===== src/rtl/fifo_read_packer.sv =====
// Read-side drain for an asynchronous FIFO: pops entries, packs PACK_COUNT of them per output word,
// and emits partial words with a keep mask on flush or idle timeout.
module fifo_read_packer #(
  parameter int unsigned DATA_WIDTH   = 8,
  parameter int unsigned PACK_COUNT   = 4,
  parameter int unsigned IDLE_TIMEOUT = 16
) (
  input  logic                             recv_clk_i,
  input  logic                             recv_rst_ni,
  input  logic                             fifo_empty_i,
  input  logic [DATA_WIDTH-1:0]            recv_data_i,
  output logic                             read_enable_o,
  input  logic                             flush_i,
  output logic [DATA_WIDTH*PACK_COUNT-1:0] out_data_o,
  output logic [PACK_COUNT-1:0]            out_keep_o,
  output logic                             out_valid_o,
  input  logic                             out_ready_i
);

  localparam int unsigned CntW = $clog2(PACK_COUNT + 1);
  localparam int unsigned TmrW = (IDLE_TIMEOUT > 0) ? $clog2(IDLE_TIMEOUT + 1) : 1;
  localparam logic [CntW-1:0] CntFull = CntW'(PACK_COUNT);
  localparam logic [TmrW-1:0] TmrMax  = TmrW'(IDLE_TIMEOUT);
  localparam logic [CntW:0]   OccFull = (CntW + 1)'(PACK_COUNT);

  typedef enum logic [0:0] {StCollect, StHold} state_e;
  state_e state_q, state_d;

  logic [DATA_WIDTH-1:0]            lane_q [PACK_COUNT];
  logic [DATA_WIDTH-1:0]            lane_d [PACK_COUNT];
  logic [CntW-1:0]                  count_q, count_d;
  logic                             in_flight_q, in_flight_d;
  logic [TmrW-1:0]                  timer_q, timer_d;
  logic                             flush_pend_q, flush_pend_d;
  logic                             read_ok_q, read_ok_d;
  logic [DATA_WIDTH*PACK_COUNT-1:0] out_data_q, out_data_d;
  logic [PACK_COUNT-1:0]            out_keep_q, out_keep_d;
  logic                             out_valid_q, out_valid_d;

  logic            out_free, word_full, timed_out, emit_partial, transfer, pop;
  logic            timed_out_d, emit_pend_d;
  logic [CntW:0]   occupancy_d;

  always_ff @(posedge recv_clk_i or negedge recv_rst_ni) begin
    if (!recv_rst_ni) begin
      state_q <= StCollect;
    end else begin
      state_q <= state_d;
    end
  end

  always_comb begin
    state_d = state_q;
    unique case (state_q)
      StCollect: if (count_q == CntFull && !out_free) state_d = StHold;
      StHold:    if (out_free) state_d = StCollect;
      default:   state_d = StCollect;
    endcase
  end

  always_comb begin
    out_free     = !out_valid_q || out_ready_i;
    word_full    = (state_q == StHold) || (count_q == CntFull);
    timed_out    = (IDLE_TIMEOUT > 0) && (timer_q == TmrMax);
    emit_partial = (count_q != '0) && !in_flight_q && (flush_pend_q || timed_out);
    transfer     = out_free && (word_full || emit_partial);
    // The registered qualifier already excludes full/flush/timeout; only emptiness is live.
    pop          = read_ok_q && !fifo_empty_i;
  end

  always_comb begin
    lane_d       = lane_q;
    count_d      = count_q;
    out_data_d   = out_data_q;
    out_keep_d   = out_keep_q;
    out_valid_d  = out_valid_q;
    flush_pend_d = flush_pend_q;
    timer_d      = timer_q;
    in_flight_d  = pop;

    if (out_valid_q && out_ready_i) out_valid_d = 1'b0;

    if (transfer) begin
      for (int i = 0; i < PACK_COUNT; i++) begin
        out_data_d[i*DATA_WIDTH +: DATA_WIDTH] = lane_q[i];
        out_keep_d[i] = CntW'(i) < count_q;
        lane_d[i]     = '0;
      end
      out_valid_d  = 1'b1;
      count_d      = '0;
      flush_pend_d = 1'b0;
    end else if (in_flight_q) begin
      for (int i = 0; i < PACK_COUNT; i++) begin
        if (CntW'(i) == count_q) lane_d[i] = recv_data_i;
      end
      count_d = count_q + 1'b1;
    end

    // A flush that coincides with the word filling up just yields a normal full word.
    if (!transfer && flush_i && (count_q != '0 || in_flight_q) && count_d != CntFull) begin
      flush_pend_d = 1'b1;
    end

    if (transfer || in_flight_q || count_q == '0) begin
      timer_d = '0;
    end else if (timer_q != TmrMax) begin
      timer_d = timer_q + 1'b1;
    end

    occupancy_d = {1'b0, count_d} + {{CntW{1'b0}}, in_flight_d};
    timed_out_d = (IDLE_TIMEOUT > 0) && (timer_d == TmrMax);
    emit_pend_d = (count_d != '0) && !in_flight_d && (flush_pend_d || timed_out_d);
    read_ok_d   = (occupancy_d < OccFull) && !flush_pend_d && !emit_pend_d;
  end

  always_ff @(posedge recv_clk_i or negedge recv_rst_ni) begin
    if (!recv_rst_ni) begin
      for (int i = 0; i < PACK_COUNT; i++) lane_q[i] <= '0;
      count_q      <= '0;
      in_flight_q  <= 1'b0;
      timer_q      <= '0;
      flush_pend_q <= 1'b0;
      read_ok_q    <= 1'b0;
      out_data_q   <= '0;
      out_keep_q   <= '0;
      out_valid_q  <= 1'b0;
    end else begin
      lane_q       <= lane_d;
      count_q      <= count_d;
      in_flight_q  <= in_flight_d;
      timer_q      <= timer_d;
      flush_pend_q <= flush_pend_d;
      read_ok_q    <= read_ok_d;
      out_data_q   <= out_data_d;
      out_keep_q   <= out_keep_d;
      out_valid_q  <= out_valid_d;
    end
  end

  assign read_enable_o = pop;
  assign out_data_o    = out_data_q;
  assign out_keep_o    = out_keep_q;
  assign out_valid_o   = out_valid_q;

endmodule


===== config.mk =====
export PLATFORM = sky130hd
export DESIGN_NAME = fifo_read_packer
export DESIGN_NICKNAME = d
export VERILOG_FILES = /design/src/rtl/fifo_read_packer.sv
export SDC_FILE = /design/constraint.sdc
export NUM_CORES = 1
export LEC_CHECK = 0
export ABC_AREA = 1
export CELL_PAD_IN_SITES_DETAIL_PLACEMENT = 1
export CELL_PAD_IN_SITES_GLOBAL_PLACEMENT = 1
export CORE_UTILIZATION = 44
export CTS_CLUSTER_DIAMETER = 40
export DETAILED_ROUTE_END_ITERATION = 10
export GPL_TIMING_DRIVEN = 0
export PLACE_DENSITY_LB_ADDON = 0.1
export SKIP_LAST_GASP = 1
export SLEW_MARGIN = 0
export SYNTH_ARGS = -nofsm -noshare
export SYNTH_HDL_FRONTEND = slang
export SYNTH_SLANG_ARGS = --single-unit

===== constraint.sdc =====
create_clock -name recv_clk_i -period 2.9 [get_ports recv_clk_i]
set_input_delay 0.29 -clock recv_clk_i [delete_from_list [all_inputs] [get_ports recv_clk_i]]
set_output_delay 0.29 -clock recv_clk_i [all_outputs]
set_load 0.01 [all_outputs]

[Word level (Yosys, flattened, before mapping)]
Index checks and enable logic that the tools add are counted.
W data, S select, Z words.
Storage, ports and cells
  register bits after elaboration: 81
  input bits: 13
  output and inout bits: 38
  logic and storage cells: 89
Cells by class
  $add $sub $neg: 3
  $lt $le $gt $ge: 5
  eq/ne operators: 8
  multiplexer cells: 17
  bitwise gates (word level): 1
  reductions and logical operators: 42
Operators with widths (number)
  $mux W32: 2
  $mux W8: 4
  $logic_and A1 B1 Y1: 13
  $reduce_bool A2 Y1: 6
  $eq A5 B5 Y1 const B: 2
  $mux W5: 2
  $logic_not A1 Y1: 8
  $logic_or A1 B1 Y1: 8
  $reduce_and A2 Y1: 4
  $eq A2 B3 Y1 const A: 2
  $lt A1 B3 Y1 const A: 2
  $lt A2 B3 Y1 const A: 2
  $mux W1: 6
  $mux W3: 2
  $reduce_bool A3 Y1: 2
  $add A5 B1 Y5 const B: 1
  $ne A5 B5 Y1 const B: 1
  $add A3 B1 Y4: 1
  $lt A4 B3 Y1 const B: 1
  $add A3 B1 Y3 const B: 1
  $eq A1 B3 Y1 const A: 1
  $eq A3 B3 Y1 const B: 1
  $logic_not A3 Y1: 1
  $ne A3 B3 Y1 const B: 1
  other kinds (2): 2

[Depth between registers and ports, before layout]
Gate-level depths: netlist (run 1).
  depth in word-level cells: 14
  depth in mapped cells: 16
  gate-level depth less buffers: 15

[Least setup slack after synthesis (run 1)]
OpenSTA, ideal clock, no wires.
  path type: reg-to-reg
  from: register count_q[0]
  to: register lane_q[29] in the netlist's numbering
  library setup time: 120 ps
  arrival: 1772 ps
  required time: 2780 ps
  path slack: 1009 ps
  stages on the path, launching flop included: 12
  path buffers: 1
  period minus slack after synthesis: 1891 ps
  cells stage by stage: dfrtp_1 inv_1 ha_1 inv_1 nor2_2 nor2_4 nand2_2 a21boi_4 a21oi_2 buf_6 nand2_1 o21ai_2
On the way
  word-level cells in the longest chain between the ends: 7
  elaborated cells between the ends (all ways): 12
  those cells by class: eq/ne: 1; mux: 1; reduce/logical: 10
RTL lines
  from (decl): RTL line 31  | logic [CntW-1:0] count_q, count_d;
  from (signal assigned): RTL line 129  | count_q <= count_d;
  $reduce_bool A3 Y1: RTL line 65  | emit_partial = (count_q != '0) && !in_flight_q && (flush_pend_q || timed_out);
  $logic_and A1 B1 Y1 (2 in series): RTL line 65
  $logic_or A1 B1 Y1: RTL line 66  | transfer = out_free && (word_full || emit_partial);
  $logic_and A1 B1 Y1: RTL line 66
  $reduce_bool A2 Y1 (no line)
  $reduce_and A2 Y1 (no line)
  to (signal assigned): RTL line 128  | lane_q <= lane_d;
  to (decl): RTL line 29  | logic [DATA_WIDTH-1:0] lane_q [PACK_COUNT];
Parallel ways exist; a longest one is shown, timed or not.
A chain may end at the register's enable or synchronous reset.

[Worst setup path in the final report (run 1)]
  from: register count_q[1]
  to: register out_data_q[0] (netlist: out_data_o[0])
On the way
  word-level cells in the longest chain between the ends: 5
  elaborated cells between the ends (all ways): 7
  those cells by class: eq/ne: 1; reduce/logical: 6
RTL lines
  $reduce_bool A3 Y1: RTL line 65
  $logic_and A1 B1 Y1 (2 in series): RTL line 65
  $logic_or A1 B1 Y1 *: RTL line 66
  $logic_and A1 B1 Y1 *: RTL line 66
  to (signal assigned): RTL line 134  | out_data_q <= out_data_d;
  to (decl): RTL line 36  | logic [DATA_WIDTH*PACK_COUNT-1:0] out_data_q, out_data_d;
Mark *: on every way between the ends. The rest lies on a longest branch, timed or not.

==> results.md, run 1 <==
* Layout area overhead at 25.8%
* Yosys warning total at 0
* Pleak at 2.10 nW
* Ys async rst share at 1.00
* Core area at 7330 um^2
* Post-synthesis sequential area ratio at 0.601
* Status: completed
* Detailed Place HPWL at 5930 um
* Netlist Area Pre-Place at about 3400 um^2
* Die height at 89.6 um
* Reg2reg start: count_q[1]
* Multiplexer area fraction after synthesis at 0
* Endpoint class of the critical path: flip-flop
* Post-Synth Adder-Cell Area at 0.0185
* Synth Area in Simple Gates at 0.214
* Worst-margin pin slew at ~0.46 ns
* Buffers on Ports at 50
* Initial antenna violation count at 0
* CP startpoint kind: flip-flop
* CP arrival at between 2 and 3 ns
* Cell-internal power at slightly above 3 mW
* Wire per inst at roughly 16 um
* CP cell instances: inv_1 > ha_1 > inv_1 > nor2_2 > nor2_4 > nand2_2 > nand2_1 > nand2_1 > buf_4 > clkbuf_1 > nand2_1 > nand2_1
* Compound-gate portion of the synthesized area at 0.0968
* Vias/cell at around 5
* Worst-path clk slew at roughly 0.09 ns
* Clock Tree Buf Depth at 2
* CTS buffer count at 9
* DR iter-0 viols at 63
* I/O pins at 51
* Remaining global-route overflow at 0
* Worst skew pair latency at ~0.35 ns
* Cell count after synthesis at 356
* Yosys reg bits at 81
* Final ANT Viol Nets at 0
* Post-route clock period utilization at 0.803
* Post-Syn Nets at 374
* Fmax at approximately 0.43 GHz
* Clock sink count at slightly above 80
* Fill count at around 840
* Post-layout min period at 2.33 ns
* CP bufs+invs at 4
* Max_cap viols at 0
* Max stage delay cell, worst path: dfrtp_1
* Placement Setup Slack at 0.590 ns
* Detailed-route wire length at ~8600 um
* Die area at approximately 8000 um^2
* Root buf cell: clkbuf_8
* Top_reg_cell synth: dfrtp_1
* Antenna Cells at 0
* Post-route DRC violation count at 0
* Initial Util at 0.460
* Max incr delay on CP at between 0.4 and 0.5 ns
* Share of power burned in registers at 0.352
* Commonest cells in the netlist: nand2_1 (153), dfrtp_1 (81), o21ai_1 (22)
* Worst Setup SP: count_q[1]
* Largest family of logic cells by synthesized area: simple AND/OR/NAND/NOR gates
* Combinational fraction of design power at 0.485
* Initial DRT Pass Iterations at 4
* Crit path max-delay family: buffers and inverters
* Count of unique library cells instantiated by Yosys at 28
* Most used cell, CP: nand2_1
* RSZ-0062 raised after global routing: no
* P per Cell Area at 1270 nW/um^2
* CTS tree: done
* Slew headroom at 0.690
* Synth area leaders: dfrtp_1 (60%), nand2_1 (17%), o21ai_1 (3.3%), inv_1 (2.3%), o21ai_2 (2.1%)
* Hold bufs inserted after CTS at 1
* Critical Path RT at between 3 and 4 ns
* Avg Inst Size Synth at between 9 and 10 um^2
* Clock Skew at approximately 0.0088 ns
* Routability cong. at between 0.7 and 0.8
* Site Rows at 31
* Cell taking the most area after synthesis: dfrtp_1
* Fin. max-slew vios at 0
* Number of flops mapped to enable cells by yosys at 0
* Total number of vias at between 2000 and 3000
* Clock network fraction of design power at 0.162
* Fin worst setup slack at approximately 0.57 ns
* First-pass GRT wire length at ~14000 um
* Die Wd at ~90 um
* PostCTS Resize Cnt at 0
* Finished Layout Cells at between 500 and 600
* Net Switching at 2.28 mW
* Switching Fraction at 0.423
* Final core occ at 0.579
* Nets at 437
* Hold/Removal Path Class: input pin to async pin
* Placed instance count at 506
* Area share of the leading cell type in the synthesized netlist at 0.601
* Endpoints failing setup at 0
* Worst vdd ir at between 0.0004 and 0.0005 V
* Gr usage total at 0.242
* H-tree Lvls at 3
* Via count of the first global-routing pass at around 2800
* Worst setup path category: flip-flop to flip-flop
* Post-synthesis xor/xnor area fraction at 0.0130
* Post-CTS Setup Bufs at 0
* Final hold viol count at 0
* Pin count of the biggest net entering global routing at 59
* Most numerous cell in the Yosys netlist: nand2_1
* Layout cells sized above 1 at 0.116
* CP Max Fanout at 10
==> final timing paths <==
| kind | slack [ns] | cells past startpoint | end |
|---|---|---|---|
| min in group recv_clk_i | 0.48 | 2 | out_data_o[31] |
| min | 0.38 | 2 | lane_q[2] |
| max reg2reg | 0.57 | 12 | out_data_o[0] |
| max | 0.57 | 12 | out_data_o[0] |
| min reg2reg | 0.48 | 2 | out_data_o[31] |
| max in group asynchronous | 1.93 | 3 | lane_q[6] |
==> metal layers <==
layer / track usage / wire (um) / vias to the layer above / part of all wire
li1: - / - / 1246 / -
met1: 0.291 / 3640 / 1310 / 0.42
met2: 0.433 / 4500 / 44 / 0.53
met3: 0.0286 / 221 / 15 / 0.026
met4: 0.110 / 207 / 0 / 0.024
met5: 0 / 0 / - / 0
==> layout make-up <==
type	count	area, um^2	area share
Tap cell	99	124	0.0292
Inverter	21	78.8	0.0186
Timing Repair Buffer	52	536	0.126
Clock inverter	6	73.8	0.0174
Clock buffer	10	138	0.0324
Multi-Input combinational cell	240	1160	0.272
Sequential cell	81	2030	0.478
Buffer	14	111	0.0262
==> state kept, by name, indices dropped and copies added, names as in the netlist, 3 cells and up <==
name,count
lane_q,32
out_data_o,32
timer_q,5
out_keep_o,4
count_q,3
==> metrics by stage <==
stage	cell area [um^2]	total power [mW]	TNS (ns)	hold WS [ns]
global route	4240	5.81	0	0.394
detailed placement	4020	4.53	0	0.217
global placement	4000	4.38	-109.86	0.452
finish	4240	5.39	0	0.378
floorplan	3370	3.50	0	-0.00559
CTS	4240	5.46	0	0.381
==> power groups by stage <==
stage,logic [mW],registers [mW],clock network (mW)
after floorplan,1.54,1.96,0
after global placement,2.50,1.88,0
after detailed placement,2.62,1.91,0
after CTS,2.66,1.90,0.896
after global routing,2.93,1.95,0.930
final,2.61,1.90,0.875
==> cells by family after synthesis <==
kind of cell               count (synthesis)
xor gates and xnor gates                   5
adders and majority gates                  5
AOI/OAI and AO/OA                         47
and+or+nand+nor                          183
DFF                                       81
buffers and inverters                     35
==> cells in the final DEF (no fill, tap or decap), types with 2 or more instances in the layout <==
master | synthesis | layout
nor2_4 | 2 | 2
dfrtp_1 | 81 | 81
inv_1 | 21 | 21
clkdlybuf4s50_1 | 0 | 49
nand3_1 | 6 | 6
nand2_1 | 153 | 153
clkinvlp_4 | 0 | 2
o21ai_1 | 22 | 22
buf_4 | 2 | 3
ha_1 | 5 | 5
clkbuf_8 | 0 | 10
o21ai_2 | 8 | 8
buf_6 | 6 | 6
xor2_1 | 4 | 4
a21oi_1 | 4 | 4
nor2_1 | 16 | 16
nor2_2 | 2 | 2
a31oi_1 | 2 | 2
buf_2 | 5 | 5
o21ai_0 | 6 | 6
No activity file was read; power rests on OpenSTA's default activity.
==> run 2, diff against run 1 <==
CORE_UTILIZATION = 41   (was 44)
clock period = 2.3 ns   (was 2.9 ns; I/O delays follow)
==> run 2 against run 1 <==
Clock skew grew 0.0010 ns; total power grew 25%; clock-buffer cell count is the same; non-clock buffer count is the same; setup slack lost 0.50 ns; sequential power grew 25%; hold slack gained 0.0077 ns; sequential share of layout area shrank 0.22 points; largest power group unchanged; highest routed layer unchanged.
==> results.md, run 2 (synthesis results as in run 1) <==
* Status: completed (unchanged)
* Hold/Removal Path Class: input pin to async pin (unchanged)
* Critical Path RT at 2.58 ns (was 3.20 ns)
* Post-route DRC violation count at 0 (unchanged)
* CTS buffer count at 9 (unchanged)
* Pin count of the biggest net entering global routing at 44 (was 59)
* Total number of vias at 2524 (was 2615)
* Max_cap viols at 0 (unchanged)
* Worst-margin pin slew at 0.532 ns (was 0.464 ns)
* Site Rows at 32 (was 31)
* Worst-path clk slew at 0.08 ns (was 0.09 ns)
* Detailed Place HPWL at 5530 um (was 5930 um)
* CP bufs+invs at 3 (was 4)
* Antenna Cells at 0 (unchanged)
* Clock sink count at 81 (unchanged)
* Max incr delay on CP at 0.46 ns (was 0.42 ns)
* Slew headroom at 0.645 (was 0.690)
* Endpoint class of the critical path: flip-flop (unchanged)
* Placed cell areas at 4030 um^2 (was 4020 um^2)
* Initial Util at 0.430 (was 0.460)
* Nets at 437 (unchanged)
* Max stage delay cell, worst path: dfrtp_1 (unchanged)
* Worst skew pair latency at 0.36 ns (was 0.35 ns)
* Most used cell, CP: nand2_1 (unchanged)
* CP arrival at 2.51 ns (was 2.63 ns)
* Placed instance count at 509 (was 506)
* Highest-count cells in the layout ignoring fill and taps: nand2_1 (153), dfrtp_1 (81), clkdlybuf4s50_1 (49) (unchanged)
* Fmax at 0.448 GHz (was 0.430 GHz)
* I/O pins at 51 (unchanged)
* H-tree Lvls at 3 (unchanged)
* DR iter-0 viols at 95 (was 63)
* Layout Cell Area excl Fill at 4260 um^2 (was 4240 um^2)
* Clock Tree Buf Depth at 2 (unchanged)
* Pleak at 2.11 nW (was 2.10 nW)
* Root buf cell: clkbuf_8 (unchanged)
* Die Wd at 92.7 um (was 89.6 um)
* Crit path max-delay family: simple AND/OR/NAND/NOR gates (was buffers and inverters)
* Core area at 7850 um^2 (was 7330 um^2)
* Post-route clock period utilization at 0.970 (was 0.803)
* Vias/cell at 4.80 (was 5.00)
* Worst vdd ir at 0.000648 V (was 0.000459 V)
* Initial antenna violation count at 0 (unchanged)
* Finished Layout Cells at 526 (was 523)
* Initial DRT Pass Iterations at 4 (unchanged)
* Die area at 8590 um^2 (was 8020 um^2)
* Layout area overhead at 26.4% (was 25.8%)
* Routability cong. at 0.753 (was 0.755)
* Final ANT Viol Nets at 0 (unchanged)
* Remaining global-route overflow at 0 (unchanged)
* Most common cell after layout, fill and taps aside: nand2_1 (unchanged)
* Wire per inst at 15.1 um (was 16.4 um)
* Endpoints failing setup at 0 (unchanged)
* CP startpoint kind: flip-flop (unchanged)
* Worst setup path category: flip-flop to flip-flop (unchanged)
* Detailed-route wire length at 7960 um (was 8570 um)
* Gr usage total at 0.204 (was 0.242)
* Final hold viol count at 0 (unchanged)
* CP cell instances: inv_1 > ha_1 > inv_1 > nor2_4 > nor2_4 > nand2_2 > nand2_1 > nand2_1 > buf_2 > nand2_1 > o21ai_0 (was inv_1 > ha_1 > inv_1 > nor2_2 > nor2_4 > nand2_2 > nand2_1 > nand2_1 > buf_4 > clkbuf_1 > nand2_1 > nand2_1)
* Fin. max-slew vios at 0 (unchanged)
* Via count of the first global-routing pass at 2572 (was 2828)
* Post-layout min period at 2.23 ns (was 2.33 ns)
* First-pass GRT wire length at 13200 um (was 14100 um)
* CTS tree: done (unchanged)
* CP Max Fanout at 10 (unchanged)
* Die height at 92.7 um (was 89.6 um)
* Buffers on Ports at 50 (unchanged)
* RSZ-0062 raised after global routing: yes (was no)
* Clock Skew at 0.00984 ns (was 0.00882 ns)
* P per Cell Area at 1580 nW/um^2 (was 1270 nW/um^2)
* Layout cells sized above 1 at 0.120 (was 0.116)
## run 2: cell types whose count changed in the layout (fill, tap and decap cells not counted), sizes merged
cell / delta
clkinvlp: -1
clkinv: +3
inv: -2
## run 2: path summary, 6_finish.rpt
path                                   from        endpoint  slack, ns  cells past startpoint
worst max register to register   count_q[0]       lane_q[5]       0.07                     11
worst min register to register    lane_q[0]  out_data_o[24]       0.48                      2
min in group recv_clk_i           lane_q[0]  out_data_o[24]       0.48                      2
worst max-delay path             count_q[0]       lane_q[5]       0.07                     11
worst min-delay path            recv_rst_ni       read_ok_q       0.39                      2
max in group asynchronous       recv_rst_ni      lane_q[21]       1.31                      3
## run 2: final cells by class
type | instances | area, um^2
plain buffers | 13 | 114
repair buffers | 53 | 556
flip-flops and latches | 81 | 2030
clock inverters | 6 | 68.8
clock buffers | 10 | 128
inverters | 21 | 78.8
fillers | 919 | 3580
multi-input cells | 240 | 1160
well taps | 102 | 128
## run 2: routing by layer
layer  vias up  track usage  part of all wire  routed length [um]
met5         -            0                 0                   0
met4         0       0.0808             0.018                 144
met3        12       0.0296             0.033                 265
met2        38        0.315              0.46                3650
met1      1234        0.291              0.49                3900
li1       1240            -                 -                   -
## run 2: timing repair
item                                   CTS  global route
hold buffers                             1             0
resized for setup                        0             5
pin swaps                                0             1
setup endpoints to repair                2            62
cloned                                   0             0
setup buffers                            0             1
endpoints found under the hold margin   38             0
## run 2: power by group
part / total, mW / internal, mW / switching [mW]
Sequential: 2.37 / 2.04 / 0.325
Combinational: 3.31 / 1.39 / 1.91
Clock: 1.05 / 0.506 / 0.543
## run 2: metrics by stage
stage / utilization / hold WS [ns] / total power [mW] / worst slack [ns] / TNS (ns)
CTS: 0.539 / 0.402 / 6.72 / 0.00640 / 0
global placement: 0.510 / 0.452 / 5.54 / -1.97 / -159.27
finish: 0.543 / 0.386 / 6.73 / 0.0687 / 0
global route: 0.543 / 0.436 / 7.28 / -0.0719 / -0.553
floorplan: - / -0.0656 / 4.41 / 0.409 / 0
detailed placement: 0.513 / 0.248 / 5.66 / 0.0211 / 0
==> patch: new RTL, flow settings as in run 1 <==
Change the parameter `DATA_WIDTH` from 8 to 12.
--- a/src/rtl/fifo_read_packer.sv
+++ b/src/rtl/fifo_read_packer.sv
@@ -1,7 +1,7 @@
 // Read-side drain for an asynchronous FIFO: pops entries, packs PACK_COUNT of them per output word,
 // and emits partial words with a keep mask on flush or idle timeout.
 module fifo_read_packer #(
-  parameter int unsigned DATA_WIDTH   = 8,
+  parameter int unsigned DATA_WIDTH   = 12,
   parameter int unsigned PACK_COUNT   = 4,
   parameter int unsigned IDLE_TIMEOUT = 16
 ) (
Ports: changed (resized out_data_o and recv_data_i); port bits go from 51 to 71. No check against the original RTL was run, so the function may have changed too.
==> patch against run 1 <==
Worst hold slack got worse by 15 ps. Cell area increased by 43%. Utilization increased by 3.1 points. Power is 50% higher. Non-clock buffer count grew 29. Setup slack got worse by 36 ps. Area after synthesis is 36% higher. Highest routed layer unchanged. Largest cell class unchanged. Routed wire length rose by 35%. Sequential cell count rose by 32. Maximum frequency shrank 1.5%. Clock skew down 2.1 ps. Via count rose by 36%. Global-route usage fell by 0.060 points.
==> patch: results <==
export IMPL_switching_share_pct=39.53
export IMPL_syn_inst=484
export IMPL_grt_usage_pct=24.10
export IMPL_drive_gt1_share_pct=13.61
export IMPL_hpwl_mm=7.765
export IMPL_clk_latency_ps=520
export IMPL_core_um2=9955
export IMPL_multi_input_gates=327
export IMPL_clock_buffers=20
export IMPL_grt_pass1_wl_mm=19.88
export IMPL_wl_met1_mm=5.359
export IMPL_synth_common_cells="nand2_1 (224), dfrtp_1 (113), o21ai_0 (42), inv_1 (20)"
export IMPL_ys_types=29
export IMPL_layout_nonclk_buf_share_pct=14.62
export IMPL_final_area_um2=6070
export IMPL_gr_usage_met1_pct=31.64
export IMPL_drt_initial_drc_count=133
export IMPL_num_nonclk_buffers=95
export IMPL_grt_use_met3_pct=5.702
export IMPL_fin_skew_ps=6.721
export IMPL_wl_met2_mm=5.694
export IMPL_clk_share_pct=9.544
export IMPL_hp_class="in2reg"
export IMPL_seqPwrFrac_pct=32.4
export IMPL_vias_per_cell=4.947
export IMPL_sh_seq_area_pct=46.59
export IMPL_gp_congestion=0.7552
export IMPL_port_buffers=70
export IMPL_synth_seq_area_share_pct=61.63
export IMPL_outcome="finished clean"
export IMPL_r2r_end="out_data_o[20]"
export IMPL_clk_pin_slew_ps=60
export IMPL_wl_met3_um=345
export IMPL_dpl_cell_count=688
export IMPL_post_dp_cell_area_um2=5480
patch: what timing repair did:
action / CTS / global route
endpoints found under the hold margin: 55 / 0
hold buffers: 1 / 0
gates resized for setup: 0 / 0
patch: worst max-delay path: stages (launching register included):
cell      delay (ps)
dfrtp_1          460
inv_1            200
ha_1             220
inv_1             90
nor2_4           130
nor2_2            80
nand2_1          100
nand2_2           70
nand2_4           90
buf_4            200
clkbuf_1         410
nand2_1          120
nand2_1          110
patch: cells by family (layout without fill, tap and decap cells):
group | Yosys count | count (layout) | share of synthesized area [%]
flip-flops | 113 | 113 | 61.63
XOR/XNOR | 4 | 4 | 0.7637
buffers and inverters | 44 | 148 | 5.072
adder cells (fa/ha/maj) | 5 | 5 | 1.364
AO/OA/AOI/OAI | 63 | 63 | 9.327
AND/OR/NAND/NOR | 255 | 255 | 21.84
